`src/rtl/tx_block_fetch_pkg.sv`:
```
// rtl/tx_block_fetch_pkg.sv - shared types and defaults for the tx block fetch stage
package tx_block_fetch_pkg;

  localparam int MEM_DATA_WIDTH  = 8;
  localparam int MEM_ADDR_W      = 16;
  localparam int MEM_BLOCK_BYTES = 64;
  localparam int MEM_RAM_LAT     = 2;

  // Wide enough to hold the largest legal RAM latency (4)
  localparam int WAIT_CNT_W = 3;

  typedef logic [MEM_BLOCK_BYTES-1:0][MEM_DATA_WIDTH-1:0] block_t;
  typedef logic [MEM_ADDR_W-1:0] blk_addr_t;

  typedef struct packed {
    blk_addr_t next;
    logic      last;
  } link_t;

  typedef enum logic [2:0] {
    IDLE    = 3'd0,
    ISSUE   = 3'd1,
    WAIT    = 3'd2,
    DELIVER = 3'd3,
    ARMED   = 3'd4
  } fetch_state_t;

endpackage

```
`src/rtl/tx_free_slot.sv`:
```
// rtl/tx_free_slot.sv - single-entry valid/ready holding register for a freed block address
module tx_free_slot #(
  parameter int ADDR_W = 16
) (
  input  logic              clk,
  input  logic              rst,
  input  logic              push_i,
  input  logic [ADDR_W-1:0] push_addr_i,
  output logic              valid_o,
  output logic [ADDR_W-1:0] addr_o,
  input  logic              ready_i
);

  logic              valid_q, valid_d;
  logic [ADDR_W-1:0] addr_q, addr_d;

  // The fetch FSM never pushes while an entry is still pending, so push simply wins.
  always_comb begin
    valid_d = valid_q && !ready_i;
    addr_d  = addr_q;
    if (push_i) begin
      valid_d = 1'b1;
      addr_d  = push_addr_i;
    end
  end

  always_ff @(posedge clk) begin
    if (rst) begin
      valid_q <= 1'b0;
      addr_q  <= '0;
    end else begin
      valid_q <= valid_d;
      addr_q  <= addr_d;
    end
  end

  assign valid_o = valid_q;
  assign addr_o  = addr_q;

endmodule

```
`src/rtl/tx_block_fetch.sv`:
```
// rtl/tx_block_fetch.sv - walks a frame's linked block list in block RAM, one block per request
module tx_block_fetch
  import tx_block_fetch_pkg::*;
#(
  parameter int DATA_WIDTH  = MEM_DATA_WIDTH,
  parameter int ADDR_W      = MEM_ADDR_W,
  parameter int BLOCK_BYTES = MEM_BLOCK_BYTES,
  parameter int RAM_LAT     = MEM_RAM_LAT
) (
  input  logic                              switch_clk,
  input  logic                              switch_rst,
  input  logic                              mem_start_i,
  input  logic [ADDR_W-1:0]                 mem_start_addr_i,
  input  logic                              mem_re_i,
  output logic [BLOCK_BYTES*DATA_WIDTH-1:0] frame_data_o,
  output logic                              frame_valid_o,
  output logic                              frame_end_o,
  output logic                              ram_re_o,
  output logic [ADDR_W-1:0]                 ram_addr_o,
  input  logic [BLOCK_BYTES*DATA_WIDTH-1:0] ram_data_i,
  input  logic [ADDR_W-1:0]                 link_next_i,
  input  logic                              link_last_i,
  output logic                              free_valid_o,
  output logic [ADDR_W-1:0]                 free_addr_o,
  input  logic                              free_ready_i,
  output logic                              busy_o,
  output logic                              err_o
);

  localparam int BW = BLOCK_BYTES * DATA_WIDTH;
  localparam logic [WAIT_CNT_W-1:0] LAT_INIT = WAIT_CNT_W'(RAM_LAT);
  localparam logic [WAIT_CNT_W-1:0] CNT_ONE  = WAIT_CNT_W'(1);

  fetch_state_t            state_q, state_d;
  logic [ADDR_W-1:0]       cur_addr_q, cur_addr_d;
  logic [ADDR_W-1:0]       next_ptr_q, next_ptr_d;
  logic                    last_q, last_d;
  logic [BW-1:0]           frame_data_q, frame_data_d;
  logic [WAIT_CNT_W-1:0]   wait_cnt_q, wait_cnt_d;
  logic                    err_q, err_d;

  logic                    free_push;
  logic                    free_valid;
  logic                    free_stall;
  logic                    req_any;
  logic                    ram_re;
  logic                    frame_valid;

  assign req_any    = mem_re_i || mem_start_i;
  assign free_stall = free_valid && !free_ready_i;

  always_comb begin
    state_d      = state_q;
    cur_addr_d   = cur_addr_q;
    next_ptr_d   = next_ptr_q;
    last_d       = last_q;
    frame_data_d = frame_data_q;
    wait_cnt_d   = wait_cnt_q;
    err_d        = err_q;
    ram_re       = 1'b0;
    frame_valid  = 1'b0;
    free_push    = 1'b0;

    unique case (state_q)
      IDLE: begin
        if (mem_start_i) begin
          cur_addr_d = mem_start_addr_i;
          state_d    = ISSUE;
        end else if (mem_re_i) begin
          err_d = 1'b1;
        end
      end

      ISSUE: begin
        if (req_any) err_d = 1'b1;
        // Hold the read until the previous block's free has been accepted.
        if (!free_stall) begin
          ram_re     = 1'b1;
          wait_cnt_d = LAT_INIT;
          state_d    = WAIT;
        end
      end

      WAIT: begin
        if (req_any) err_d = 1'b1;
        if (wait_cnt_q == CNT_ONE) begin
          frame_data_d = ram_data_i;
          next_ptr_d   = link_next_i;
          last_d       = link_last_i;
          state_d      = DELIVER;
        end else begin
          wait_cnt_d = wait_cnt_q - CNT_ONE;
        end
      end

      DELIVER: begin
        if (req_any) err_d = 1'b1;
        frame_valid = 1'b1;
        free_push   = 1'b1;
        state_d     = last_q ? IDLE : ARMED;
      end

      ARMED: begin
        // A new frame start abandons the rest of the current chain.
        if (mem_start_i) begin
          cur_addr_d = mem_start_addr_i;
          state_d    = ISSUE;
        end else if (mem_re_i) begin
          cur_addr_d = next_ptr_q;
          state_d    = ISSUE;
        end
      end

      default: state_d = IDLE;
    endcase
  end

  always_ff @(posedge switch_clk) begin
    if (switch_rst) begin
      state_q      <= IDLE;
      cur_addr_q   <= '0;
      next_ptr_q   <= '0;
      last_q       <= 1'b0;
      frame_data_q <= '0;
      wait_cnt_q   <= '0;
      err_q        <= 1'b0;
    end else begin
      state_q      <= state_d;
      cur_addr_q   <= cur_addr_d;
      next_ptr_q   <= next_ptr_d;
      last_q       <= last_d;
      frame_data_q <= frame_data_d;
      wait_cnt_q   <= wait_cnt_d;
      err_q        <= err_d;
    end
  end

  tx_free_slot #(
    .ADDR_W (ADDR_W)
  ) u_free_slot (
    .clk         (switch_clk),
    .rst         (switch_rst),
    .push_i      (free_push),
    .push_addr_i (cur_addr_q),
    .valid_o     (free_valid),
    .addr_o      (free_addr_o),
    .ready_i     (free_ready_i)
  );

  assign free_valid_o  = free_valid;
  assign frame_data_o  = frame_data_q;
  assign frame_valid_o = frame_valid;
  assign frame_end_o   = frame_valid && last_q;
  assign ram_re_o      = ram_re;
  assign ram_addr_o    = cur_addr_q;
  assign busy_o        = (state_q != IDLE);
  assign err_o         = err_q;

endmodule
```
`config.mk`:
```
export PLATFORM = sky130hd
export DESIGN_NAME = tx_block_fetch
export DESIGN_NICKNAME = d
export VERILOG_FILES = /design/src/rtl/tx_block_fetch_pkg.sv /design/src/rtl/tx_free_slot.sv /design/src/rtl/tx_block_fetch.sv
export SDC_FILE = /design/constraint.sdc
export NUM_CORES = 1
export LEC_CHECK = 0
export CORE_AREA = 3 3 431 433
export CTS_CLUSTER_DIAMETER = 80
export DETAILED_ROUTE_END_ITERATION = 8
export DIE_AREA = 0 0 434 436
export HOLD_SLACK_MARGIN = 0.06
export PLACE_DENSITY_LB_ADDON = 0.3
export SLEW_MARGIN = 20
export SYNTH_ARGS = -nofsm -noshare
export SYNTH_HDL_FRONTEND = slang
export SYNTH_HIERARCHICAL = 1
export SYNTH_SLANG_ARGS = --single-unit
```
`constraint.sdc`:
```
create_clock -name switch_clk -period 3.89 [get_ports switch_clk]
set_clock_uncertainty 0.05 [all_clocks]
set_input_delay 0.9725 -clock switch_clk [delete_from_list [all_inputs] [get_ports switch_clk]]
set_output_delay 0.9725 -clock switch_clk [all_outputs]
set_load 0.05 [all_outputs]
```
==> results of run 1 <==
## worst register-to-register path: cells and delay by family (launching register included)
kind / cells / cell delay [ns]
buf+inv: 1 / 0.65
flops: 1 / 0.54
simple gates: 3 / 0.98
compound gates: 1 / 0.16
## cells in the final DEF (no fill, tap or decap), drive strengths merged
cell type	count
nand2b	6
bufinv	5
inv	9
diode	14
nand2	1058
nor2b	4
dfxtp	569
clkinv	8
a2111oi	1
buf	59
a32oi	1
o21a	1
and2	1
clkinvlp	3
a21oi	537
o21ai	2
nor2	38
o31ai	1
mux2i	32
ha	2
or4	1
and3	1
a21o	1
clkdlybuf4s50	1097
or2	1
nor3	4
nand3	1
or3	2
clkbuf	113
a211oi	19
## through the flow
stage / instance area [um2] / instances
floorplan: 19800 / 2478
global placement: 33500 / 5829
detailed placement: 33500 / 5829
CTS: 36000 / 5962
global route: 36000 / 5964
finish: 36100 / 5976
## worst max-delay path by stage
stage / slack, ns / to / start / depth (start not counted)
after detailed placement: 0.63 / ram_re_o / free_ready_i / 5
after global routing: 0.35 / frame_end_o / state_q[1] / 3
after floorplan: 0.72 / ram_re_o / free_ready_i / 2
final: 0.50 / frame_end_o / state_q[1] / 3
after global placement: 0.59 / ram_re_o / free_ready_i / 5
after CTS: 0.37 / frame_end_o / state_q[1] / 3
## metal layers
metal / wire length, um / vias to the layer above / GRT usage
li1: - / 10100 / -
met1: 43300 / 9610 / 0.124
met2: 58100 / 633 / 0.203
met3: 7910 / 190 / 0.0377
met4: 4120 / 30 / 0.0405
met5: 173 / - / 0
## where the power goes
| group | total (mW) | switching [mW] | internal (mW) |
|---|---|---|---|
| Sequential | 6.09 | 0.107 | 5.99 |
| Clock | 7.17 | 2.82 | 4.35 |
| Combinational | 2.07 | 1.16 | 0.908 |
## cells by family (layout without fill, tap and decap cells)
kind of cell | after synthesis | after routing
simple gates | 1117 | 1117
flops | 569 | 569
buf+inv | 195 | 1294
fa+ha+maj | 2 | 2
other cells | 0 | 14
compound gates | 563 | 563
mux | 32 | 32
## cell type report
class / instances / area share
diodes: 14 / 0.000971
clock buffers: 113 / 0.0628
multi-input cells: 1714 / 0.208
clock inverters: 20 / 0.00704
flip-flops and latches: 569 / 0.316
repair buffers: 1156 / 0.322
well taps: 2385 / 0.0827
inverters: 5 / 0.000520
## sequential cells by signal (all words and copies together) (netlist names)
register / cells
wait_cnt_q: 3
next_ptr_q: 16
ram_addr_o: 16
err_o: 1
state_q: 3
last_q: 1
u_free_slot/valid_o: 1
frame_data_o: 512
u_free_slot/addr_o: 16
==> impl_metrics.tcl, run 1 <==
set metrics [dict create \
    status "completed" \
    ys_types 29 \
    rows 157 \
    hold_viol_final 0 \
    grt_pass1_vias 20000 \
    ys_warn_count 6 \
    post-route-period-util 0.871 \
    synth_compound_area_frac 0.146 \
    hold_buffers 0 \
    ys.flop_type "dfxtp_1" \
    r2r-end "frame_data_o[438]" \
    yosys.area_share.adder 0.00127 \
    cpLargestDelayFamily "buffers and inverters" \
    viasPerCell 3.44 \
    synth-edff-count 0 \
    cellPowerDensity_mw_per_mm2 425 \
    cts_buffers 77 \
    synth_area_leaders "dfxtp_1, nand2_1, a21oi_1" \
    gr-total-overflow 0 \
    die_height_um 436 \
    fillCellCount 20300 \
    yosysSeqAreaShare 0.576 \
    muxShareOfSynthArea 0.0162 \
    max_stage_delay_ns 0.83 \
    drt_first_pass_iters 5 \
    multi_input_area_mm2 0.00749 \
    worst_ep_required_time_ns 2.87 \
    grt_pass1_wl_um 153000 \
    synth_xor_area_frac 0 \
    pre_cts_ws_ns 0.632 \
    clk_pin_slew_ns 0.05 \
    layout-drive-gt1-share 0.0498 \
    avgSynthCellArea_um2 7.98 \
    dp_hpwl_um 87300 \
    wire_per_inst_um 19.0 \
    fin_nets 4075 \
    syn2layout_area_growth_pct 82.3 \
    critPathLaunchType "flop" \
    cts-resized-gates 0 \
    totalWireLength_um 114000 \
    globalplace.congestion 0.841 \
    h-tree-depth 3 \
    final.min_clock_period_ns 3.39 \
    fmax_ghz 0.295 \
    drc 0 \
    antenna_found_initial 41 \
    ys_ff_latch 569 \
    r2r-start "state_q[2]" \
    cp_data_arrival_time_ns 2.37 \
    whs_ns 0.398 \
    finalPower_mw 15.3 \
    slew_violations 0 \
    cts_root_buf "clkbuf_16" \
    place.port_buffers 1099 \
    initial_core_util 0.108 \
    p_leak_nw 11.6 \
    die_area_mm2 0.189 \
    worstHoldStart "frame_data_o[353]" \
    rsz0062_at_grt "false" \
    grt_max_degree 111 \
    cp_max_fo 10 \
    clock-sinks 569 \
    maxCapViolCount 0 \
    worst-path-buf-inv 1 \
    core_mm2 0.182 \
    cts_setup_buffers 0 \
    rr_worst_depth 5 \
    path_cells "nor2b_1 -> and3_1 -> clkdlybuf4s50_1" \
    slew_headroom 0.424 \
    clk_path_buf_depth 3 \
    final-seq-area_mm2 0.0114 \
    final.setup.worst_slack_ns 0.502 \
    slowest_stage "clkdlybuf4s50_1" \
    die_x_um 434 \
    syn-num-nets 3030 \
    synth_common_cells "nand2_1, dfxtp_1, a21oi_1" \
    setup_viol 0 \
    yosys.cell_count.top_type "nand2_1" \
    setup_tns_ns 0 \
    hp-class "flop to flop" \
    syn_inst 2478 \
    yosysTopAreaCellShare 0.576 \
    ant_nets 0 \
    worstSetupEndpointType "output port" \
    holdPathEnd "frame_data_o[353]" \
    r2r_slack_ns 1.43 \
    async_flop_share 0 \
    cts_tree "yes" \
    worstSkewPairLatency_ns 0.66 \
    ios 1100 \
    yosys.area.top_type "dfxtp_1" \
    synth_area_mm2 0.0198 \
    final_core_util 0.198 \
    holdPathStages 2 \
    drt_iter0_drc 1027 \
    ir_drop_mv 0.237 \
    vias 20600 \
    worst_pin_slew_ns 0.863 \
    path_class "flop to output port" \
    yosys.area_share.simple 0.215 \
    track_usage 0.114 \
    synth_top_family_by_area "simple AND/OR/NAND/NOR gates" \
]
No activity file was read; power rests on OpenSTA's default activity.
==> run 2: changes to the inputs <==
Settings changed: HOLD_SLACK_MARGIN 0.06 to unset, PLACE_DENSITY set to 0.36, PLACE_DENSITY_LB_ADDON 0.3 to unset.
==> run 2 against run 1 <==
  * Critical path depth did not move
  * Register-to-register slack barely moved
  * Clock power rose by 4.9%
  * Sequential share of layout area fell by 0.089 points
  * Cell count did not move
  * Setup slack got worse by 0.078 ns
  * Combinational power barely moved
  * Worst hold slack improved by 0.0028 ns
  * Power rose by 2.3%
  * Sequential power barely moved
  * Via count fell by 0.78%
  * Routed wire length rose by 4.0%
  * Highest routed layer unchanged
==> impl_metrics.tcl, run 2 (synthesized netlist as in run 1, its figures left out) <==
set metrics [dict create \
    status "completed" \
    cts_buffers 83 \
    worst_pin_slew_ns 0.709 \
    die_height_um 436 \
    die_x_um 434 \
    rr_worst_depth 6 \
    p_leak_nw 11.7 \
    setup_viol 0 \
    globalplace.congestion 0.884 \
    worstHoldStart "frame_data_o[401]" \
    grt_pass1_wl_um 161000 \
    final_common_cell "clkdlybuf4s50_1" \
    startpoint "state_q[1]" \
    largest_reg_flops 512 \
    final_core_util 0.198 \
    antenna_found_initial 52 \
    rows 157 \
    core_mm2 0.182 \
    clk_pin_slew_ns 0.06 \
    holdPathStages 2 \
    layout-drive-gt1-share 0.0492 \
    maxCapViolCount 0 \
    totalWireLength_um 118000 \
    r2r_slack_ns 1.43 \
    slew_violations 0 \
    place.port_buffers 1099 \
    clock-sinks 569 \
    drt_iter0_drc 1016 \
    drt_first_pass_iters 7 \
    gr-total-overflow 0 \
    cts_tree "yes" \
    cp_data_arrival_time_ns 2.44 \
    worstSetupEndpointType "output port" \
    ant_nets 0 \
    syn2layout_area_growth_pct 82.8 \
    final_cell_mix "clkdlybuf4s50_1, nand2_1, dfxtp_1" \
    path_class "flop to output port" \
    whs_ns 0.401 \
    hold_viol_final 0 \
    h-tree-depth 3 \
    grt_pass1_vias 20300 \
    initial_core_util 0.108 \
    cts_root_buf "clkbuf_16" \
    use_met1 0.129 \
    holdPathEnd "frame_data_o[401]" \
    setup_tns_ns 0 \
    track_usage 0.120 \
    met3_usage 0.0449 \
    viasPerCell 3.41 \
    cellPowerDensity_mw_per_mm2 434 \
    busiest_layer "met2" \
    fmax_ghz 0.289 \
    rsz0062_at_grt "false" \
    r2r-start "state_q[1]" \
    fin_nets 4070 \
    vias 20400 \
    ir_drop_mv 0.269 \
    grt_max_degree 114 \
    clk_path_buf_depth 3 \
    cts-resized-gates 0 \
    r2r-end "frame_data_o[304]" \
    post-route-period-util 0.891 \
    ios 1100 \
    finalPower_mw 15.7 \
    hold_buffers 0 \
    die_area_mm2 0.189 \
    hp-class "flop to flop" \
    cts_setup_buffers 0 \
    dp_hpwl_um 91000 \
    critPathLaunchType "flop" \
    wire_per_inst_um 19.8 \
    final.min_clock_period_ns 3.47 \
    drc 0 \
    slew_headroom 0.526 \
    fillCellCount 20400 \
    worstSkewPairLatency_ns 0.67 \
    worst_ep_required_time_ns 2.87 \
    cp_max_fo 10 \
    grt_util_met2 0.212 \
]
## run 2: worst max-delay path by stage
stage,endpoint,cells after the start
final,frame_end_o,3
after global routing,frame_end_o,3
after CTS,frame_end_o,3
after detailed placement,ram_re_o,5
after global placement,ram_re_o,5
after floorplan,ram_re_o,2
## run 2: report_power, final
part / leakage, nW / switching, mW / internal, mW / total [mW]
sequential: 4.59 / 0.105 / 5.99 / 6.09
clock: 1.31 / 3.03 / 4.49 / 7.52
combinational: 5.75 / 1.17 / 0.902 / 2.07
total: 11.7 / 4.31 / 11.4 / 15.7
## run 2: metrics by stage
stage	setup WS, ns	cells	area (um2)
after global routing	0.284	5969	36100
after floorplan	0.722	2478	19800
after CTS	0.313	5962	36100
final	0.424	5976	36200
after global placement	0.487	5818	33400
after detailed placement	0.601	5818	33400
## run 2: layer usage
layer	part of all wire	routed length (um)
met5	0.0018	214
met4	0.032	3750
met3	0.078	9270
met2	0.51	60400
met1	0.38	44500
## run 2: final cells by class
type | instances | area (um2) | share of cell area
repair buffers | 1145 | 11500 | 0.319
flip-flops and latches | 569 | 11400 | 0.315
multi-input cells | 1714 | 7490 | 0.207
well taps | 2385 | 2980 | 0.0825
clock buffers | 120 | 2390 | 0.0660
clock inverters | 24 | 312 | 0.00861
diodes | 14 | 35.0 | 0.000969
inverters | 5 | 18.8 | 0.000519
## run 2: worst max-delay path: stages (launching register included)
cell and delay, ns:
dfxtp_1 0.53, nor2b_1 0.21, and3_1 0.18, clkdlybuf4s50_1 0.86
